--- src/rtl/ifu_pkg.sv ---
// rtl/ifu_pkg.sv - shared types for the instruction-fill path
package ifu_pkg;

  localparam int CL_WIDTH = 128;

  // Cache-line fill request from the i-cache miss path
  typedef struct packed {
    logic        fill_requested_address_valid;
    logic [31:0] fill_requested_address;
  } t_cache2i_mem_req;

  // Filled line returned to the i-cache
  typedef struct packed {
    logic                valid;
    logic [31:0]         address;
    logic [CL_WIDTH-1:0] filled_instruction;
  } t_i_mem2cache_rsp;

endpackage

--- src/rtl/ifu_fill_ctrl.sv ---
// rtl/ifu_fill_ctrl.sv - i-cache line fill controller over a 32-bit instruction memory
module ifu_fill_ctrl
  import ifu_pkg::*;
#(
  parameter int MEM_RD_LATENCY = 1
) (
  input  logic             Clk,
  input  logic             Rst,
  input  t_cache2i_mem_req Cache2IMemReq,
  output logic             FillReady,
  output logic             IMemRdEn,
  output logic [31:0]      IMemRdAddr,
  input  logic [31:0]      IMemRdData,
  output t_i_mem2cache_rsp IMem2CacheRsp
);

  localparam int WORDS_PER_CL = CL_WIDTH / 32;
  localparam logic [1:0] LAST_WORD = 2'(WORDS_PER_CL - 1);
  localparam logic [2:0] ALL_WORDS = 3'(WORDS_PER_CL);

  typedef enum logic [1:0] {
    S_IDLE,
    S_ISSUE,
    S_WAIT,
    S_RESP
  } t_state;

  t_state              r_state;
  logic [31:0]         r_base;
  logic [CL_WIDTH-1:0] r_line;
  logic [1:0]          r_issue_cnt;
  logic [2:0]          r_ret_cnt;
  logic                r_rd_en;
  logic [31:0]         r_rd_addr;

  // Return tags: {valid, word index}; the oldest entry lines up with IMemRdData
  logic [2:0]          r_tag [MEM_RD_LATENCY];

  logic                w_cap_vld;
  logic [1:0]          w_cap_idx;
  logic [2:0]          w_ret_cnt_nxt;
  logic                w_unused_addr_lsbs;

  // Line offset bits do not matter: the fill always starts at the line base
  assign w_unused_addr_lsbs = ^Cache2IMemReq.fill_requested_address[3:0];

  assign w_cap_vld     = r_tag[MEM_RD_LATENCY-1][2] &&
                         ((r_state == S_ISSUE) || (r_state == S_WAIT));
  assign w_cap_idx     = r_tag[MEM_RD_LATENCY-1][1:0];
  assign w_ret_cnt_nxt = r_ret_cnt + {2'b00, w_cap_vld};

  // Shift a tag in on every cycle so returning data can be matched to its word slot
  always_ff @(posedge Clk) begin
    if (Rst) begin
      for (int i = 0; i < MEM_RD_LATENCY; i++) begin
        r_tag[i] <= '0;
      end
    end else begin
      r_tag[0] <= {r_rd_en, r_issue_cnt};
      for (int i = 1; i < MEM_RD_LATENCY; i++) begin
        r_tag[i] <= r_tag[i-1];
      end
    end
  end

  // Fill FSM: accept, issue four word reads, collect the returns, present the line
  always_ff @(posedge Clk) begin
    if (Rst) begin
      r_state     <= S_IDLE;
      r_base      <= '0;
      r_line      <= '0;
      r_issue_cnt <= '0;
      r_ret_cnt   <= '0;
      r_rd_en     <= 1'b0;
      r_rd_addr   <= '0;
    end else begin
      if (w_cap_vld) begin
        r_line[{w_cap_idx, 5'd0} +: 32] <= IMemRdData;
        r_ret_cnt                       <= w_ret_cnt_nxt;
      end

      case (r_state)
        S_IDLE: begin
          if (Cache2IMemReq.fill_requested_address_valid) begin
            r_base      <= {Cache2IMemReq.fill_requested_address[31:4], 4'b0000};
            r_line      <= '0;
            r_issue_cnt <= '0;
            r_ret_cnt   <= '0;
            r_rd_en     <= 1'b1;
            r_rd_addr   <= {Cache2IMemReq.fill_requested_address[31:4], 4'b0000};
            r_state     <= S_ISSUE;
          end
        end

        S_ISSUE: begin
          if (r_issue_cnt == LAST_WORD) begin
            r_rd_en   <= 1'b0;
            r_rd_addr <= '0;
            r_state   <= S_WAIT;
          end else begin
            r_issue_cnt <= r_issue_cnt + 2'd1;
            r_rd_addr   <= r_rd_addr + 32'd4;
          end
        end

        S_WAIT: begin
          // Move on the edge that captures the last word so RESP follows immediately
          if (w_ret_cnt_nxt == ALL_WORDS) begin
            r_state <= S_RESP;
          end
        end

        S_RESP: begin
          r_state <= S_IDLE;
        end

        default: begin
          r_state <= S_IDLE;
        end
      endcase
    end
  end

  assign FillReady  = (r_state == S_IDLE);
  assign IMemRdEn   = r_rd_en;
  assign IMemRdAddr = r_rd_addr;

  // Response is decoded from the state register and forced to zero outside RESP
  always_comb begin
    IMem2CacheRsp = '0;
    if (r_state == S_RESP) begin
      IMem2CacheRsp.valid              = 1'b1;
      IMem2CacheRsp.address            = r_base;
      IMem2CacheRsp.filled_instruction = r_line;
    end
  end

endmodule

--- config.mk ---
export PLATFORM = sky130hd
export DESIGN_NAME = ifu_fill_ctrl
export DESIGN_NICKNAME = d
export VERILOG_FILES = /design/src/rtl/ifu_pkg.sv /design/src/rtl/ifu_fill_ctrl.sv
export SDC_FILE = /design/constraint.sdc
export NUM_CORES = 1
export LEC_CHECK = 0
export BUFFER_PORTS_ARGS = -buffer_cell sky130_fd_sc_hd__buf_2
export CAP_MARGIN = 20
export CORE_ASPECT_RATIO = 0.8
export CORE_UTILIZATION = 45
export DETAILED_ROUTE_END_ITERATION = 7
export PLACE_DENSITY = 0.69
export SETUP_SLACK_MARGIN = 0.2
export SYNTH_ARGS = -nofsm -noshare
export SYNTH_HDL_FRONTEND = slang
export SYNTH_SLANG_ARGS = --single-unit
--- constraint.sdc ---
create_clock -name Clk -period 2.25 [get_ports Clk]
set_input_delay 0 -clock Clk [delete_from_list [all_inputs] [get_ports Clk]]
set_output_delay 0 -clock Clk [all_outputs]
set_load 0.01 [all_outputs]
==> results of run 1 <==
[logic make-up after synthesis]
logic type,after synthesis,synth area share (%)
buffers and inverters,101,5.12
other,1,0.0419
adders and majority gates,12,1.68
muxes,8,0.895
AOI/OAI and AO/OA,244,18.7
xor gates and xnor gates,2,0.196
DFF,197,44.1
and+or+nand+nor,505,29.4
[flip-flops by register name, summed over array words and instances, names as in the netlist]
signal / flops
IMemRdEn: 1
IMemRdAddr: 30
r_ret_cnt: 3
r_line: 128
r_issue_cnt: 2
r_base: 28
r_tag: 3
r_state: 2
[cell usage in the layout (no fill, tap or decap), types with 4 or more instances in the layout]
cell type and n:
sky130_fd_sc_hd__nor2b_1 7, sky130_fd_sc_hd__a22oi_1 131, sky130_fd_sc_hd__nor4_1 4, sky130_fd_sc_hd__ha_1 8, sky130_fd_sc_hd__a21oi_1 57, sky130_fd_sc_hd__buf_4 44
sky130_fd_sc_hd__clkbuf_16 18, sky130_fd_sc_hd__and3_1 7, sky130_fd_sc_hd__dfxtp_1 195, sky130_fd_sc_hd__mux2i_1 8, sky130_fd_sc_hd__nand3_1 15, sky130_fd_sc_hd__nor3_1 7
sky130_fd_sc_hd__and2_1 159, sky130_fd_sc_hd__o21ai_0 6, sky130_fd_sc_hd__inv_1 7, sky130_fd_sc_hd__nor2_1 159, sky130_fd_sc_hd__nand4_1 14, sky130_fd_sc_hd__dlygate4sd3_1 61
sky130_fd_sc_hd__conb_1 6, sky130_fd_sc_hd__o21ai_1 9, sky130_fd_sc_hd__o22ai_1 4, sky130_fd_sc_hd__buf_12 6, sky130_fd_sc_hd__a31oi_1 7, sky130_fd_sc_hd__buf_2 251
sky130_fd_sc_hd__nand2_1 93, sky130_fd_sc_hd__clkinv_8 6
[repair_timing]
| item | in CTS | in global routing |
|---|---|---|
| setup endpoints to repair | 5 | 126 |
| cloned | 0 | 1 |
| setup buffers | 0 | 4 |
| hold buffers | 61 | 0 |
| pin swaps | 1 | 5 |
| hold endpoints to repair | 180 | 0 |
| resized for setup | 3 | 14 |
[worst max-delay path, stage by stage, from the launching register on]
cell and delay [ns]:
sky130_fd_sc_hd__dfxtp_2 0.33, sky130_fd_sc_hd__buf_4 0.14, sky130_fd_sc_hd__ha_2 0.23, sky130_fd_sc_hd__buf_4 0.17, sky130_fd_sc_hd__inv_1 0.40, sky130_fd_sc_hd__nand2_1 0.21, sky130_fd_sc_hd__o21ai_1 0.12, sky130_fd_sc_hd__a21oi_1 0.08
sky130_fd_sc_hd__a311oi_1 0.22
[metal layers]
| metal | GRT usage, % | wire length [um] | vias to the layer above |
|---|---|---|---|
| li1 | - | - | 4291 |
| met1 | 37.3 | 12600 | 4299 |
| met2 | 41.0 | 12600 | 430 |
| met3 | 5.56 | 2430 | 43 |
| met4 | 8.26 | 510 | 0 |
| met5 | 0 | 0 | - |
[layout make-up]
| type | count | area (sq um) |
|---|---|---|
| Fill cell | 1713 | 7180 |
| Multi-Input combinational cell | 777 | 4690 |
| Sequential cell | 197 | 3950 |
| Timing Repair Buffer | 365 | 2370 |
| Clock buffer | 17 | 425 |
| Tap cell | 258 | 323 |
| Clock inverter | 15 | 210 |
| Inverter | 11 | 55.1 |
[how the worst min path moves through the flow]
| stage | from | end | slack (ns) | cells past startpoint |
|---|---|---|---|---|
| 5_1_grt | Rst | IMemRdAddr[11] | 0.05 | 3 |
| 4_1_cts | Rst | IMemRdAddr[11] | 0.03 | 3 |
| 3_3_place_gp | Cache2IMemReq[26] | IMemRdAddr[26] | 0.23 | 3 |
| 6_report | Rst | IMemRdAddr[11] | 0.04 | 3 |
| 2_1_floorplan | Cache2IMemReq[26] | IMemRdAddr[26] | 0.11 | 2 |
| 3_5_place_dp | Cache2IMemReq[26] | IMemRdAddr[26] | 0.24 | 3 |
[where the power goes]
group	total, mW	switching (mW)	internal (mW)	leakage (nW)
clock network	3.20	1.57	1.63	0.306
registers	4.12	0.327	3.80	1.60
logic	2.99	1.83	1.17	3.35
[per-stage QoR]
| step | cell area [sq um] | total power, mW | setup slack, ns | utilization [%] |
|---|---|---|---|---|
| 2_1_floorplan | 8970 | 5.87 | 0.297 | - |
| 3_3_place_gp | 10600 | 6.92 | 0.203 | 55.4 |
| 3_5_place_dp | 10600 | 6.95 | 0.128 | 55.4 |
| 4_1_cts | 11900 | 10.3 | 0.212 | 62.0 |
| 5_1_grt | 12000 | 10.8 | 0.186 | 62.6 |
| 6_report | 12000 | 10.3 | 0.264 | 62.6 |
==> metrics.txt, run 1 <==
# TYPE chip_impl_metric gauge
chip_impl_info{name="r2r-start",value="r_state[0]"} 1
chip_impl_metric{name="arrival",unit="ns"} 2.33
chip_impl_metric{name="ys_warn_count",unit=""} 0
chip_impl_metric{name="share_of_the_synthesized_area_in_the_top_cell_type",unit="%"} 44.1
chip_impl_metric{name="max_freq",unit="MHz"} 504
chip_impl_metric{name="dr.pass1.iters",unit=""} 5
chip_impl_metric{name="drive_gt1_share",unit="%"} 27.1
chip_impl_metric{name="power_density",unit="nW/um^2"} 858
chip_impl_metric{name="maxCapViolations",unit=""} 0
chip_impl_metric{name="post_drt_wl_per_cell",unit="um"} 17.2
chip_impl_metric{name="postSynthAreaPerCell",unit="sq um"} 8.37
chip_impl_metric{name="n_antenna_cell",unit=""} 0
chip_impl_metric{name="fin_crit",unit="ns"} 1.99
chip_impl_info{name="cts_tree",value="done"} 1
chip_impl_metric{name="drc_errors",unit=""} 0
chip_impl_metric{name="maxSlewViolCount",unit=""} 0
chip_impl_metric{name="grt_first_pass_wirelength",unit="mm"} 43.7
chip_impl_metric{name="globalRoute.totalOverflow",unit=""} 0
chip_impl_info{name="netlist.top_cell.by_area",value="sky130_fd_sc_hd__dfxtp_1"} 1
chip_impl_metric{name="die_height",unit="um"} 128
chip_impl_info{name="crit-reg2reg-capture",value="IMemRdAddr[9]"} 1
chip_impl_metric{name="clock_sink_count",unit=""} 197
chip_impl_metric{name="wirelength",unit="mm"} 28.1
chip_impl_info{name="timing.setup.critical_path_class",value="reg -> reg"} 1
chip_impl_info{name="rsz_0062_raised_after_global_routing",value="yes"} 1
chip_impl_metric{name="path_clk_slew",unit="ns"} 0.08
chip_impl_metric{name="synth.ff_latch_count",unit=""} 197
chip_impl_metric{name="timing.reg2reg.worst_path_depth",unit=""} 8
chip_impl_metric{name="synth_edf_count",unit=""} 0
chip_impl_metric{name="seq_area_frac_synth",unit="%"} 44.1
chip_impl_info{name="root_buffer",value="sky130_fd_sc_hd__clkbuf_16"} 1
chip_impl_metric{name="io_pins",unit=""} 262
chip_impl_info{name="netlist_top_cells_area",value="sky130_fd_sc_hd__dfxtp_1, sky130_fd_sc_hd__and2_1, sky130_fd_sc_hd__a22oi_1, sky130_fd_sc_hd__nor2_1, sky130_fd_sc_hd__nand2_1"} 1
chip_impl_info{name="synth-main-ff-cell",value="sky130_fd_sc_hd__dfxtp_1"} 1
chip_impl_metric{name="die_width",unit="um"} 160
chip_impl_metric{name="rows",unit=""} 45
chip_impl_metric{name="finalCritPeriodShare",unit="%"} 88.3
chip_impl_info{name="worst_setup_path_startpoint",value="r_state[0]"} 1
chip_impl_metric{name="place_hpwl",unit="mm"} 18.4
chip_impl_metric{name="finalHoldWorstSlack",unit="ns"} 0.0444
chip_impl_metric{name="stdcell_count",unit=""} 1640
chip_impl_info{name="critical_path.endpoint",value="IMemRdAddr[9]"} 1
chip_impl_metric{name="cts_buffers",unit=""} 17
chip_impl_metric{name="asyncSetResetFlopFracSynth",unit="%"} 0
chip_impl_info{name="outcome",value="complete, no violations"} 1
chip_impl_metric{name="maximum_number_of_pins_on_one_net_before_global_route_repair",unit=""} 66
chip_impl_info{name="worstHoldPathType",value="in -> reg"} 1
chip_impl_metric{name="setup-tns-final",unit="ns"} 0
chip_impl_metric{name="report.final.setup_viol",unit=""} 0
chip_impl_metric{name="timing_worst_slew_pin_value",unit="ns"} 0.741
chip_impl_metric{name="synth.distinct_cells",unit=""} 69
chip_impl_metric{name="dp.cells",unit=""} 1542
chip_impl_metric{name="routed_via_density",unit=""} 5.53
chip_impl_metric{name="placeableCoreArea",unit="sq um"} 19200
chip_impl_metric{name="cts_max_level",unit=""} 4
chip_impl_metric{name="syn-instance-count",unit=""} 1070
chip_impl_metric{name="grt_util_all_layers",unit="%"} 26.6
chip_impl_metric{name="fin_skew",unit="ns"} 0.0134
chip_impl_metric{name="max-vdd-ir-drop",unit="mV"} 0.566
chip_impl_metric{name="vias_in_the_first_global_route",unit=""} 8274
chip_impl_metric{name="critical_path_peak_fanout",unit=""} 14
chip_impl_metric{name="areaGrowthSynthToFinish",unit="%"} 34.3
chip_impl_metric{name="timing.max_slew.rel_slack",unit="%"} 50.6
chip_impl_info{name="critical_path.endpoint_type",value="flop"} 1
chip_impl_metric{name="data_required_time_at_the_worst_endpoint",unit="ns"} 2.60
chip_impl_metric{name="drt-initial-drc-count",unit=""} 1000
chip_impl_metric{name="io_buffers",unit=""} 251
chip_impl_metric{name="dr_total_vias",unit=""} 9063
chip_impl_metric{name="leak_pwr",unit="nW"} 5.25
chip_impl_metric{name="worst-r2r-setup-slack",unit="ns"} 0.26
chip_impl_info{name="yosysMostFrequentCell",value="sky130_fd_sc_hd__dfxtp_1"} 1
chip_impl_info{name="yosys-top-cells-count",value="sky130_fd_sc_hd__dfxtp_1, sky130_fd_sc_hd__and2_1, sky130_fd_sc_hd__nor2_1"} 1
chip_impl_metric{name="antenna_found_initial",unit=""} 0
chip_impl_metric{name="synth.cell_area",unit="sq um"} 8950
chip_impl_metric{name="gp_congestion",unit=""} 0.896
chip_impl_info{name="setup_crit_start_kind",value="flop"} 1
chip_impl_metric{name="initial_utilization",unit="%"} 46.6
chip_impl_metric{name="final-hold-violation-count",unit=""} 0
chip_impl_metric{name="final_antenna_net_count",unit=""} 0
chip_impl_metric{name="worst_skew_pair.late_latency",unit="ns"} 0.44
chip_impl_metric{name="die_area",unit="sq um"} 20500
chip_impl_metric{name="layout.nets",unit=""} 1448
chip_impl_metric{name="ctsLongestPathBuffers",unit=""} 2
(Power assumes the default switching activity.)
==> inputs of run 2 (changes only) <==
--- a/config.mk
+++ b/config.mk
@@ -10,7 +10,7 @@
 export CORE_ASPECT_RATIO = 0.8
 export CORE_UTILIZATION = 45
 export DETAILED_ROUTE_END_ITERATION = 7
-export PLACE_DENSITY = 0.69
+export PLACE_DENSITY = 0.71
 export SETUP_SLACK_MARGIN = 0.2
 export SYNTH_ARGS = -nofsm -noshare
 export SYNTH_HDL_FRONTEND = slang
==> run 2 against run 1 <==
Compared with the run above:
- wire length shrank 1.9%
- utilization is 0.50 points lower
- critical endpoint is now r_state[1]
- highest routed layer unchanged
- register-to-register slack about the same
- final area down 0.79%
- critical path type unchanged
- die area unchanged
==> metrics.txt, run 2 (synthesis gave the netlist of run 1 again) <==
# TYPE chip_impl_metric gauge
chip_impl_metric{name="initial_utilization",unit="%"} 46.6
chip_impl_metric{name="gp_congestion",unit=""} 0.926
chip_impl_metric{name="report.final.setup_viol",unit=""} 0
chip_impl_metric{name="die_area",unit="sq um"} 20500
chip_impl_metric{name="finalCritPeriodShare",unit="%"} 88.4
chip_impl_metric{name="maxCapViolations",unit=""} 0
chip_impl_metric{name="dp.cells",unit=""} 1538
chip_impl_metric{name="cts_buffers",unit=""} 17
chip_impl_metric{name="path_clk_slew",unit="ns"} 0.08
chip_impl_metric{name="drc_errors",unit=""} 0
chip_impl_info{name="critical_path.endpoint_type",value="flop"} 1
chip_impl_metric{name="vias_in_the_first_global_route",unit=""} 8073
chip_impl_metric{name="final_antenna_net_count",unit=""} 0
chip_impl_metric{name="ctsLongestPathBuffers",unit=""} 2
chip_impl_metric{name="post_drt_wl_per_cell",unit="um"} 16.9
chip_impl_info{name="timing.setup.critical_path_class",value="reg -> reg"} 1
chip_impl_metric{name="timing_worst_slew_pin_value",unit="ns"} 0.718
chip_impl_metric{name="drive_gt1_share",unit="%"} 26.0
chip_impl_metric{name="worst-r2r-setup-slack",unit="ns"} 0.26
chip_impl_metric{name="place_hpwl",unit="mm"} 18.3
chip_impl_metric{name="routed_via_density",unit=""} 5.45
chip_impl_metric{name="antenna_found_initial",unit=""} 0
chip_impl_metric{name="rows",unit=""} 45
chip_impl_info{name="r2r-start",value="r_state[0]"} 1
chip_impl_info{name="setup_crit_start_kind",value="flop"} 1
chip_impl_metric{name="clock_sink_count",unit=""} 197
chip_impl_info{name="crit-reg2reg-capture",value="r_state[1]"} 1
chip_impl_info{name="layout.cells.most_common",value="sky130_fd_sc_hd__buf_2"} 1
chip_impl_metric{name="power",unit="mW"} 10.3
chip_impl_metric{name="stdcell_count",unit=""} 1631
chip_impl_metric{name="max_freq",unit="MHz"} 503
chip_impl_metric{name="arrival",unit="ns"} 2.29
chip_impl_metric{name="timing.reg2reg.worst_path_depth",unit=""} 8
chip_impl_info{name="worstHoldPathType",value="in -> reg"} 1
chip_impl_metric{name="data_required_time_at_the_worst_endpoint",unit="ns"} 2.55
chip_impl_metric{name="io_pins",unit=""} 262
chip_impl_metric{name="layout.nets",unit=""} 1439
chip_impl_info{name="cts_tree",value="done"} 1
chip_impl_metric{name="final-hold-violation-count",unit=""} 0
chip_impl_info{name="mostFrequentLayoutCells",value="sky130_fd_sc_hd__buf_2, sky130_fd_sc_hd__dfxtp_1, sky130_fd_sc_hd__and2_1, sky130_fd_sc_hd__nor2_1, sky130_fd_sc_hd__a22oi_1"} 1
chip_impl_info{name="root_buffer",value="sky130_fd_sc_hd__clkbuf_16"} 1
chip_impl_metric{name="die_height",unit="um"} 128
chip_impl_metric{name="dr_total_vias",unit=""} 8885
chip_impl_metric{name="drt-initial-drc-count",unit=""} 1161
chip_impl_metric{name="worst_skew_pair.late_latency",unit="ns"} 0.45
chip_impl_metric{name="placeableCoreArea",unit="sq um"} 19200
chip_impl_metric{name="critical_path_peak_fanout",unit=""} 5
chip_impl_info{name="rsz_0062_raised_after_global_routing",value="yes"} 1
chip_impl_metric{name="wirelength",unit="mm"} 27.6
chip_impl_metric{name="setup-tns-final",unit="ns"} 0
chip_impl_info{name="worst_setup_path_startpoint",value="r_state[0]"} 1
chip_impl_metric{name="number_of_flip_flops_in_the_largest_register",unit=""} 128
chip_impl_metric{name="dr.pass1.iters",unit=""} 5
chip_impl_metric{name="finish.utilization",unit="%"} 62.1
chip_impl_info{name="outcome",value="complete, no violations"} 1
chip_impl_info{name="largest_register",value="r_line"} 1
chip_impl_metric{name="leak_pwr",unit="nW"} 5.22
chip_impl_info{name="critical_path.endpoint",value="r_state[1]"} 1
chip_impl_info{name="highest_delay_cell_along_the_critical_path",value="sky130_fd_sc_hd__dfxtp_1"} 1
chip_impl_metric{name="finalHoldWorstSlack",unit="ns"} 0.0182
chip_impl_metric{name="max-vdd-ir-drop",unit="mV"} 0.538
chip_impl_metric{name="globalRoute.totalOverflow",unit=""} 0
chip_impl_metric{name="fin_crit",unit="ns"} 1.99
chip_impl_metric{name="areaGrowthSynthToFinish",unit="%"} 33.2
chip_impl_metric{name="power_density",unit="nW/um^2"} 867
chip_impl_metric{name="cts_max_level",unit=""} 4
chip_impl_metric{name="io_buffers",unit=""} 251
chip_impl_metric{name="critPathMaxStageDelay",unit="ns"} 0.34
chip_impl_metric{name="timing.max_slew.rel_slack",unit="%"} 52.1
chip_impl_metric{name="setup_bufs_post_cts",unit=""} 0
chip_impl_metric{name="grt_first_pass_wirelength",unit="mm"} 43.0
chip_impl_info{name="crit_chain",value="inv_1, ha_4, and3_1, ha_1, o41ai_2, nand3_1, mux2i_1, nor2_1"} 1
chip_impl_metric{name="fin_skew",unit="ns"} 0.0155
chip_impl_metric{name="maximum_number_of_pins_on_one_net_before_global_route_repair",unit=""} 66
chip_impl_metric{name="final.fill_count",unit=""} 1724
chip_impl_metric{name="die_width",unit="um"} 160
chip_impl_metric{name="grt_util_all_layers",unit="%"} 26.5
chip_impl_metric{name="n_antenna_cell",unit=""} 0
chip_impl_metric{name="maxSlewViolCount",unit=""} 0
## run 2: through the flow
stage	setup WS (ns)	area, sq um
floorplan	0.297	8970
global placement	0.192	10700
detailed placement	0.149	10700
CTS	0.238	11900
global route	0.198	11900
finish	0.262	11900
## run 2: worst min-delay path by stage
stage	end	cells past startpoint	from	slack, ns
after floorplan	IMemRdAddr[26]	2	Cache2IMemReq[26]	0.11
after global placement	IMemRdAddr[26]	3	Cache2IMemReq[26]	0.25
after detailed placement	IMemRdAddr[26]	3	Cache2IMemReq[26]	0.24
after CTS	IMemRdAddr[11]	3	Rst	0.01
after global routing	IMemRdAddr[11]	3	Rst	0.03
final	IMemRdAddr[11]	3	Rst	0.02
## run 2: layout make-up
cell class	instances	area, sq um	share of cell area [%]
well taps	258	323	2.71
inverters	11	55.1	0.462
multi-input cells	777	4650	39.0
clock inverters	15	200	1.68
clock buffers	17	425	3.57
repair buffers	356	2330	19.5
flip-flops and latches	197	3940	33.1
## run 2: report_power, final
part	leakage, nW	switching (mW)	internal (mW)
Combinational	3.32	1.84	1.21
Clock	0.305	1.56	1.63
Sequential	1.60	0.323	3.79
## run 2: worst max-delay path: cells and delay by family (launching register included)
family	cells	cell delay [ns]
AND/OR/NAND/NOR	3	0.36
buffers and inverters	1	0.10
flip-flops	1	0.34
AO/OA/AOI/OAI	1	0.31
adder cells (fa/ha/maj)	2	0.56
multiplexers	1	0.17
## run 2: metal layers
metal  track usage [%]  vias to the layer above  wire length, um
met3              5.60                       41             2010
met4              7.98                        0              471
li1                  -                     4278                -
met5                 0                        -                0
met2              41.0                      364            12300
met1              37.0                     4202            12800
## run 2: repair_timing
action                                  4_1_cts  5_1_grt
hold endpoints to repair                    180        0
endpoints found under the setup margin       10      103
hold buffers                                 61        0
gates resized for setup                       2        4
pin swaps                                     1        2
==> inputs of run 3 (changes only) <==
--- a/config.mk
+++ b/config.mk
@@ -8,9 +8,9 @@
 export BUFFER_PORTS_ARGS = -buffer_cell sky130_fd_sc_hd__buf_2
 export CAP_MARGIN = 20
 export CORE_ASPECT_RATIO = 0.8
-export CORE_UTILIZATION = 45
+export CORE_UTILIZATION = 52
 export DETAILED_ROUTE_END_ITERATION = 7
-export PLACE_DENSITY = 0.71
+export PLACE_DENSITY = 0.83
 export SETUP_SLACK_MARGIN = 0.2
 export SYNTH_ARGS = -nofsm -noshare
 export SYNTH_HDL_FRONTEND = slang
==> run 3 against run 2 <==
Compared with the run above:
- total power fell by 0.74%
- non-clock buffer count rose by 3
- die area fell by 13%
- global-route usage rose by 3.9 points
- register-to-register slack improved by 0.04 ns
- largest cell class unchanged
- final cell count fell by 2.1%
- setup slack improved by 0.043 ns
==> metrics.txt, run 3 (synthesis gave the netlist of run 1 again) <==
# TYPE chip_impl_metric gauge
chip_impl_info{name="outcome",value="complete, no violations"} 1
chip_impl_info{name="mostFrequentLayoutCells",value="sky130_fd_sc_hd__buf_2, sky130_fd_sc_hd__dfxtp_1, sky130_fd_sc_hd__and2_1"} 1
chip_impl_metric{name="dr_total_vias",unit=""} 9230
chip_impl_metric{name="max_freq",unit="MHz"} 514
chip_impl_metric{name="final.fill_count",unit=""} 1277
chip_impl_info{name="timing.setup.critical_path_class",value="reg -> reg"} 1
chip_impl_metric{name="fin_skew",unit="ns"} 0.0116
chip_impl_metric{name="place_ws",unit="ns"} 0.118
chip_impl_info{name="cts_tree",value="done"} 1
chip_impl_metric{name="setup-tns-final",unit="ns"} 0
chip_impl_metric{name="leak_pwr",unit="nW"} 5.22
chip_impl_info{name="worstHoldPathType",value="in -> reg"} 1
chip_impl_metric{name="post_drt_wl_per_cell",unit="um"} 17.6
chip_impl_metric{name="maxCapViolations",unit=""} 0
chip_impl_metric{name="maxSlewViolCount",unit=""} 0
chip_impl_metric{name="gp_congestion",unit=""} 0.957
chip_impl_metric{name="finalHoldWorstSlack",unit="ns"} 0.0622
chip_impl_metric{name="die_height",unit="um"} 119
chip_impl_metric{name="final-hold-violation-count",unit=""} 0
chip_impl_metric{name="drt-initial-drc-count",unit=""} 860
chip_impl_metric{name="antenna_found_initial",unit=""} 0
chip_impl_metric{name="rows",unit=""} 42
chip_impl_metric{name="grt_util_all_layers",unit="%"} 30.4
chip_impl_info{name="largest_register",value="r_line"} 1
chip_impl_metric{name="cts_max_level",unit=""} 4
chip_impl_metric{name="n_antenna_cell",unit=""} 0
chip_impl_metric{name="seq_area",unit="sq um"} 3950
chip_impl_info{name="setup_crit_start_kind",value="flop"} 1
chip_impl_metric{name="die_area",unit="sq um"} 17700
chip_impl_metric{name="areaGrowthSynthToFinish",unit="%"} 33.3
chip_impl_info{name="critical_path.endpoint_type",value="flop"} 1
chip_impl_metric{name="layout.nets",unit=""} 1442
chip_impl_metric{name="io_buffers",unit=""} 251
chip_impl_metric{name="timing.hold.worst_path_depth",unit=""} 3
chip_impl_metric{name="finish.utilization",unit="%"} 71.4
chip_impl_metric{name="clock_sink_count",unit=""} 197
chip_impl_metric{name="initial_utilization",unit="%"} 53.6
chip_impl_metric{name="wirelength",unit="mm"} 28.1
chip_impl_metric{name="drive_gt1_share",unit="%"} 26.8
chip_impl_metric{name="max-vdd-ir-drop",unit="mV"} 0.540
chip_impl_metric{name="place_hpwl",unit="mm"} 17.6
chip_impl_metric{name="drc_errors",unit=""} 0
chip_impl_metric{name="finalCritPeriodShare",unit="%"} 86.5
chip_impl_metric{name="placeableCoreArea",unit="sq um"} 16700
chip_impl_metric{name="multiInputGateArea",unit="sq um"} 4690
chip_impl_metric{name="maximum_number_of_pins_on_one_net_before_global_route_repair",unit=""} 66
chip_impl_metric{name="ctsLongestPathBuffers",unit=""} 2
chip_impl_metric{name="io_pins",unit=""} 262
chip_impl_metric{name="worst_skew_pair.late_latency",unit="ns"} 0.43
chip_impl_metric{name="critical_path_peak_fanout",unit=""} 4
chip_impl_metric{name="place_area",unit="sq um"} 10500
chip_impl_info{name="rsz_0062_raised_after_global_routing",value="no"} 1
chip_impl_metric{name="path_clk_slew",unit="ns"} 0.07
chip_impl_metric{name="final_antenna_net_count",unit=""} 0
chip_impl_metric{name="fin_crit",unit="ns"} 1.95
chip_impl_metric{name="timing_worst_slew_pin_value",unit="ns"} 0.723
chip_impl_metric{name="grt_first_pass_wirelength",unit="mm"} 42.7
chip_impl_info{name="root_buffer",value="sky130_fd_sc_hd__clkbuf_16"} 1
chip_impl_metric{name="final_critical_path_setup_slack",unit="ns"} 0.305
chip_impl_metric{name="routed_via_density",unit=""} 5.78
chip_impl_metric{name="dr.pass1.iters",unit=""} 5
chip_impl_metric{name="cts_buffers",unit=""} 17
chip_impl_metric{name="vias_in_the_first_global_route",unit=""} 8469
chip_impl_metric{name="data_required_time_at_the_worst_endpoint",unit="ns"} 2.54
chip_impl_metric{name="arrival",unit="ns"} 2.23
chip_impl_info{name="layout.cells.most_common",value="sky130_fd_sc_hd__buf_2"} 1
chip_impl_metric{name="timing.reg2reg.worst_path_depth",unit=""} 9
chip_impl_metric{name="number_of_flip_flops_in_the_largest_register",unit=""} 128
chip_impl_metric{name="globalRoute.totalOverflow",unit=""} 0
chip_impl_metric{name="timing.max_slew.rel_slack",unit="%"} 51.8
chip_impl_metric{name="report.final.setup_viol",unit=""} 0
chip_impl_metric{name="power_density",unit="nW/um^2"} 861
chip_impl_metric{name="die_width",unit="um"} 149
chip_impl_metric{name="final_design_area_no_fill",unit="sq um"} 11900
run 3: routing by layer:
metal / GRT usage, % / wire [um]
met1: 40.0 / 11900
met3: 6.36 / 2580
met4: 12.3 / 769
met5: 0 / 0
met2: 48.3 / 12800
run 3: worst paths after layout:
path,from,end,slack [ns]
max,r_state[1],r_state[1],0.30
min,Rst,IMemRdAddr[11],0.06
max reg2reg,r_state[1],r_state[1],0.30
min reg2reg,r_base[17],r_base[17],0.45
run 3: cell type report:
type	count	area share [%]
well taps	220	2.31
inverters	11	0.461
multi-input cells	777	39.3
repair buffers	359	19.7
flip-flops and latches	197	33.1
clock inverters	15	1.57
clock buffers	17	3.57
run 3: repair_timing:
item                                   4_1_cts  5_1_grt
endpoints found under the hold margin      176        0
hold buffers                                61        0
cloned                                       0        2
pin swaps                                    1        6
setup buffers                                0        5
setup endpoints to repair                    3       81
gates resized for setup                      2       15
run 3: metrics by stage:
step / cells / total power, mW
2_1_floorplan: 1075 / 5.87
3_3_place_gp: 1496 / 6.80
3_5_place_dp: 1496 / 6.88
4_1_cts: 1589 / 10.1
5_1_grt: 1596 / 10.7
6_report: 1596 / 10.3
run 3: power breakdown:
group	internal, mW	switching, mW	total, mW
combinational	1.14	1.81	2.95
sequential	3.80	0.358	4.15
clock	1.70	1.47	3.16
run 3: critical path, cell delays in order, from the launching register on:
cell,delay (ns)
sky130_fd_sc_hd__dfxtp_2,0.34
sky130_fd_sc_hd__inv_2,0.05
sky130_fd_sc_hd__ha_4,0.24
sky130_fd_sc_hd__and3_4,0.15
sky130_fd_sc_hd__ha_4,0.16
sky130_fd_sc_hd__xnor2_2,0.13
sky130_fd_sc_hd__o41ai_2,0.33
sky130_fd_sc_hd__nand3_1,0.16
sky130_fd_sc_hd__mux2i_1,0.17
sky130_fd_sc_hd__nor2_1,0.06
